===== src/rtl/mux41_rr_arbiter_if.sv =====
// Handshake bundle between the four requesters and the round-robin mux arbiter.
// The master side is the arbiter; the slave side is the requesting logic.
interface mux41_rr_arbiter_if;
    logic [3:0] req;
    logic [3:0] gnt;
    logic [1:0] sel;
    logic       valid;
    logic       switch;

    modport master (
        input  req,
        output gnt,
        output sel,
        output valid,
        output switch
    );

    modport slave (
        output req,
        input  gnt,
        input  sel,
        input  valid,
        input  switch
    );
endinterface


===== src/rtl/mux41_rr_arbiter.sv =====
// Round-robin arbiter sharing one 4:1 mux among four requesters, with a
// bounded hold time per grant and fully registered outputs.
module mux41_rr_arbiter #(
    parameter int HOLD_MAX = 8,
    parameter int CNT_W    = 4
) (
    input  logic                 clk,
    input  logic                 rst_n,
    mux41_rr_arbiter_if.master   bus
);

    typedef enum logic {IDLE, GRANT} state_t;

    localparam logic [CNT_W-1:0] CNT_MAX = CNT_W'(HOLD_MAX - 1);

    state_t             state_reg, state_next;
    logic [3:0]         gnt_reg, gnt_next;
    logic [1:0]         sel_reg, sel_next;
    logic               valid_reg, valid_next;
    logic               switch_reg, switch_next;
    logic [CNT_W-1:0]   hold_cnt_reg, hold_cnt_next;
    logic [1:0]         last_reg, last_next;

    logic [3:0]         search_req;
    logic [3:0]         others;
    logic [3:0]         rot_req;
    logic [1:0]         rot_idx [4];
    logic [1:0]         win_off;
    logic [1:0]         winner;
    logic               any_search;

    // The current holder is masked out so rotation never re-grants it while others wait.
    assign others     = bus.req & ~gnt_reg;
    assign search_req = (state_reg == IDLE) ? bus.req : others;
    assign any_search = |search_req;

    generate
        for (genvar gi = 0; gi < 4; gi++) begin : g_rot
            assign rot_idx[gi] = last_reg + 2'(gi + 1);
            assign rot_req[gi] = search_req[rot_idx[gi]];
        end
    endgenerate

    always_comb begin
        win_off = 2'd0;
        for (int i = 3; i >= 0; i--) begin
            if (rot_req[i]) win_off = 2'(i);
        end
    end

    assign winner = last_reg + win_off + 2'd1;

    always_comb begin
        state_next    = state_reg;
        gnt_next      = gnt_reg;
        sel_next      = sel_reg;
        valid_next    = valid_reg;
        switch_next   = 1'b0;
        hold_cnt_next = hold_cnt_reg;
        last_next     = last_reg;

        case (state_reg)
            IDLE: begin
                if (any_search) begin
                    state_next    = GRANT;
                    gnt_next      = 4'(1) << winner;
                    sel_next      = winner;
                    last_next     = winner;
                    valid_next    = 1'b1;
                    switch_next   = 1'b1;
                    hold_cnt_next = '0;
                end
            end
            GRANT: begin
                if ((!bus.req[sel_reg] || hold_cnt_reg == CNT_MAX) && any_search) begin
                    gnt_next      = 4'(1) << winner;
                    sel_next      = winner;
                    last_next     = winner;
                    switch_next   = 1'b1;
                    hold_cnt_next = '0;
                end else if (!bus.req[sel_reg]) begin
                    // sel keeps its value so the mux output stays stable while idle.
                    state_next    = IDLE;
                    gnt_next      = 4'b0000;
                    valid_next    = 1'b0;
                    hold_cnt_next = '0;
                end else if (hold_cnt_reg != CNT_MAX) begin
                    hold_cnt_next = hold_cnt_reg + 1'b1;
                end
            end
            default: state_next = IDLE;
        endcase
    end

    always_ff @(posedge clk or negedge rst_n) begin
        if (!rst_n) begin
            state_reg    <= IDLE;
            gnt_reg      <= 4'b0000;
            sel_reg      <= 2'd0;
            valid_reg    <= 1'b0;
            switch_reg   <= 1'b0;
            hold_cnt_reg <= '0;
            last_reg     <= 2'd3;
        end else begin
            state_reg    <= state_next;
            gnt_reg      <= gnt_next;
            sel_reg      <= sel_next;
            valid_reg    <= valid_next;
            switch_reg   <= switch_next;
            hold_cnt_reg <= hold_cnt_next;
            last_reg     <= last_next;
        end
    end

    assign bus.gnt    = gnt_reg;
    assign bus.sel    = sel_reg;
    assign bus.valid  = valid_reg;
    assign bus.switch = switch_reg;

endmodule


===== src/flat_wrapper.sv =====
// flat-port wrapper written by rule: the top's interface ports become plain ports
module mux41_rr_arbiter_flat 
#(
    parameter int HOLD_MAX = 8,
    parameter int CNT_W    = 4
)
  (clk, rst_n, bus_req, bus_gnt, bus_sel, bus_valid, bus_switch);
  mux41_rr_arbiter_if bus_i ();
  input  logic clk;
  input  logic rst_n;
  input wire logic [$bits(bus_i.req)-1:0] bus_req;
  output wire logic [$bits(bus_i.gnt)-1:0] bus_gnt;
  output wire logic [$bits(bus_i.sel)-1:0] bus_sel;
  output wire logic [$bits(bus_i.valid)-1:0] bus_valid;
  output wire logic [$bits(bus_i.switch)-1:0] bus_switch;
  assign bus_i.req = bus_req;
  assign bus_gnt = bus_i.gnt;
  assign bus_sel = bus_i.sel;
  assign bus_valid = bus_i.valid;
  assign bus_switch = bus_i.switch;
  mux41_rr_arbiter #(.HOLD_MAX(HOLD_MAX), .CNT_W(CNT_W)) u_core (.clk(clk), .rst_n(rst_n), .bus(bus_i));
endmodule

===== config.mk =====
export PLATFORM = sky130hd
export DESIGN_NAME = mux41_rr_arbiter_flat
export DESIGN_NICKNAME = d
export VERILOG_FILES = /design/src/rtl/mux41_rr_arbiter_if.sv /design/src/rtl/mux41_rr_arbiter.sv /design/src/flat_wrapper.sv
export SDC_FILE = /design/constraint.sdc
export NUM_CORES = 1
export LEC_CHECK = 0
export ABC_AREA = 1
export BUFFER_PORTS_ARGS = -buffer_cell sky130_fd_sc_hd__buf_2
export CAP_MARGIN = 20
export CORE_UTILIZATION = 40
export DETAILED_ROUTE_END_ITERATION = 10
export GPL_ROUTABILITY_DRIVEN = 0
export HOLD_SLACK_MARGIN = 0.1
export PLACE_DENSITY = 0.64
export SLEW_MARGIN = 15
export SYNTH_ARGS = -nofsm -noshare
export SYNTH_HDL_FRONTEND = slang
export SYNTH_SLANG_ARGS = --single-unit

===== constraint.sdc =====
create_clock -name clk -period 2.07 [get_ports clk]
set_input_delay 0.1035 -clock clk [delete_from_list [all_inputs] [get_ports clk]]
set_output_delay 0.1035 -clock clk [all_outputs]
set_load 0.03 [all_outputs]

==> out/metrics.cfg <==
[timing]
fin_crit_sh_pct=103
final_max_slew_viol_count=0
whs_ns=0.235
fin_skew_ns=0.00899
setup_violations=5
fmax_ghz=0.471
period_needed_ns=2.12
worst_pin_slew_ns=0.327
rsz0062_at_grt=true
relSlewSlack_pct=78.2
hold_viol=0
setup_ws_ns=-0.0536

[pwr]
power.leakage_nw=0.722
p_per_area_mw_per_mm2=1870
ir_worst_vdd_mv=1.01
power_mw=2.39

[layout]
final_cell_mix=nand2_1, nand3_1, inv_1, buf_2, dfrtp_1
final_util_pct=56.5
drive_above_1_share_pct=33.1
nets=175
num_antenna_cells=0
syn2layout_area_growth_pct=29.8
final_area_mm2=0.00127
fillCellCount=219
layout_commonest_cell=nand2_1

[clock_tree]
clock-sinks=15
clk_pin_slew_worst_paths_ns=0.09
cts_tree=built
cts_root_buf=clkbuf_4
clock_path_buffers=2
cts.htree.levels=1
clock_latency_ns=0.29
cts_buffers=3

[logic_synthesis]
ys_warn_count=0
postSynthNetCount=145
synth_area_um2=982
netlist.area_leader.share_pct=33.1
synth-seq-cells=15
avgSynthCellArea_um2=7.17
synth.largest_area_cell=dfrtp_1
yosys-top-cells-area=dfrtp_1, nand2_1, nand3_1
ys_seq_area_share_pct=38.5
syn_inst=137
synth.distinct_cells=21

[setup_path]
r2r_end=u_core.bus.gnt[1]$_DFFE_PN0P_
arrival_ns=2.30
cp.required_ns=2.24
crit_path_start_kind=flip-flop
cp_cell_sequence=inv_4, buf_6, nand3_2, nand2_1, nand2_1, nand2_2, a31oi_1, or2_4, ha_4, xor2_2, inv_1, nand3_2, nand2_2, nand2_1, nand2_1
startpoint=u_core.last_reg[0]$_DFFE_PN1P_
cp_top_family=simple AND/OR/NAND/NOR gates
crit_top_cell=nand2_1
setup.worst_path.end_class=flip-flop
path_max_fanout=6
cp.buffers_inverters=3
crit-reg2reg-launch=u_core.last_reg[0]$_DFFE_PN1P_
worstSetupPathType=reg2reg
ff2ff_setup_slack_ns=-0.05
max_stage_delay_ns=0.61
cp_slowest_cell=dfstp_2
rr_worst_depth=15

[grt]
grt_max_degree=16
grt_pass1_wl_mm=3.74
antenna_found_initial=0
grt_pass1_vias=908
gr-usage-all-layers_pct=19.1
overflow=0

[drt]
postRouteAntennaNets=0
num_vias=984
drc=0
wl_mm=2.32
viasPerCell=5.07
drtIter0Drc=10
wire_per_inst_um=12.0
firstDrtPassIters=4

[placement]
dp_hpwl_mm=1.76
placed_cell_area_mm2=0.00113
portBuffers=13
pre_cts_ws_ns=-0.125

[min_path]
hp-class=in2async

[floorplanning]
initial_core_util_pct=43.6
dieWidth_um=51.6
rows=17
die_h_um=51.6
die_area_mm2=0.00266
pin_count=14
coreArea_mm2=0.00225

[status]
violations=setup timing
outcome=finished, violations left

[flow_run]
cap_violations=0

==> through the flow <==
step	setup TNS, ns	cells
after global placement	-0.242	184
final	-0.174	194
after detailed placement	-0.544	184
after global routing	-0.988	194
after CTS	-0.0569	192
after floorplan	0	137
==> worst reg2reg max path, cell delays in order, from the launching register on <==
cell,delay (ns)
dfstp_2,0.61
inv_4,0.06
buf_6,0.12
nand3_2,0.07
nand2_1,0.05
nand2_1,0.07
nand2_2,0.06
a31oi_1,0.15
or2_4,0.15
ha_4,0.14
xor2_2,0.16
inv_1,0.07
nand3_2,0.10
nand2_2,0.07
nand2_1,0.07
nand2_1,0.05
==> routing by layer <==
metal  GRT usage [%]  vias up  wire length (µm)
met4            6.76        0                34
met3            2.63        4                65
met1            21.5      472               984
met5               0        -                 0
li1                -      490                 -
met2            36.1       18              1240
==> what timing repair did <==
action                                 4_1_cts  5_1_grt
pin swaps                                    8        8
gates resized for setup                     10        7
endpoints found under the hold margin       15        0
setup endpoints to repair                    6        6
buffers inserted                             3        2
hold buffers                                 1        0
cloned                                       0        0
==> cells by family (layout without fill, tap and decap cells) <==
group	after synthesis	count (layout)	share of synthesized area [%]
compound gates	8	8	5.48
flops	15	15	38.5
xor+xnor	3	3	2.68
fa+ha+maj	2	2	2.55
buf+inv	15	44	6.24
simple gates	94	94	44.6
==> power breakdown <==
| group | internal (mW) | switching [mW] |
|---|---|---|
| combinational | 0.655 | 1.03 |
| clock | 0.0718 | 0.0937 |
| sequential | 0.433 | 0.107 |
==> synthesized netlist by cell type <==
master and count:
o21ai_0 2, o21ai_1 1, xnor2_1 1, nand2_1 59, nand2_4 4, o21ai_4 1
or2_2 1, inv_2 1, nand3_1 20, a31oi_1 2, nor2_2 1, a21oi_1 2
nor2_1 5, xor2_1 2, clkinv_4 1, nand2_2 3, nand4_4 1, inv_1 13
dfstp_2 2, dfrtp_1 13, ha_1 2
==> area by class of cell <==
type	instances	area, µm²	area share (%)
clock buffers	3	22.5	1.77
clock inverters	1	5.00	0.393
inverters	15	63.8	5.00
multi-input cells	107	609	47.8
flip-flops and latches	15	378	29.6
well taps	28	35.0	2.75
repair buffers	25	161	12.7
==> worst max path at each step <==
stage	end	slack, ns	cells past startpoint
floorplan	u_core.bus.gnt[0]$_DFFE_PN0P_	0.02	13
global placement	u_core.bus.gnt[1]$_DFFE_PN0P_	-0.08	13
detailed placement	u_core.bus.gnt[1]$_DFFE_PN0P_	-0.12	13
CTS	u_core.bus.gnt[1]$_DFFE_PN0P_	-0.04	15
global route	u_core.bus.gnt[0]$_DFFE_PN0P_	-0.20	15
finish	u_core.bus.gnt[1]$_DFFE_PN0P_	-0.05	15
Power figures use the tool's default switching activity.
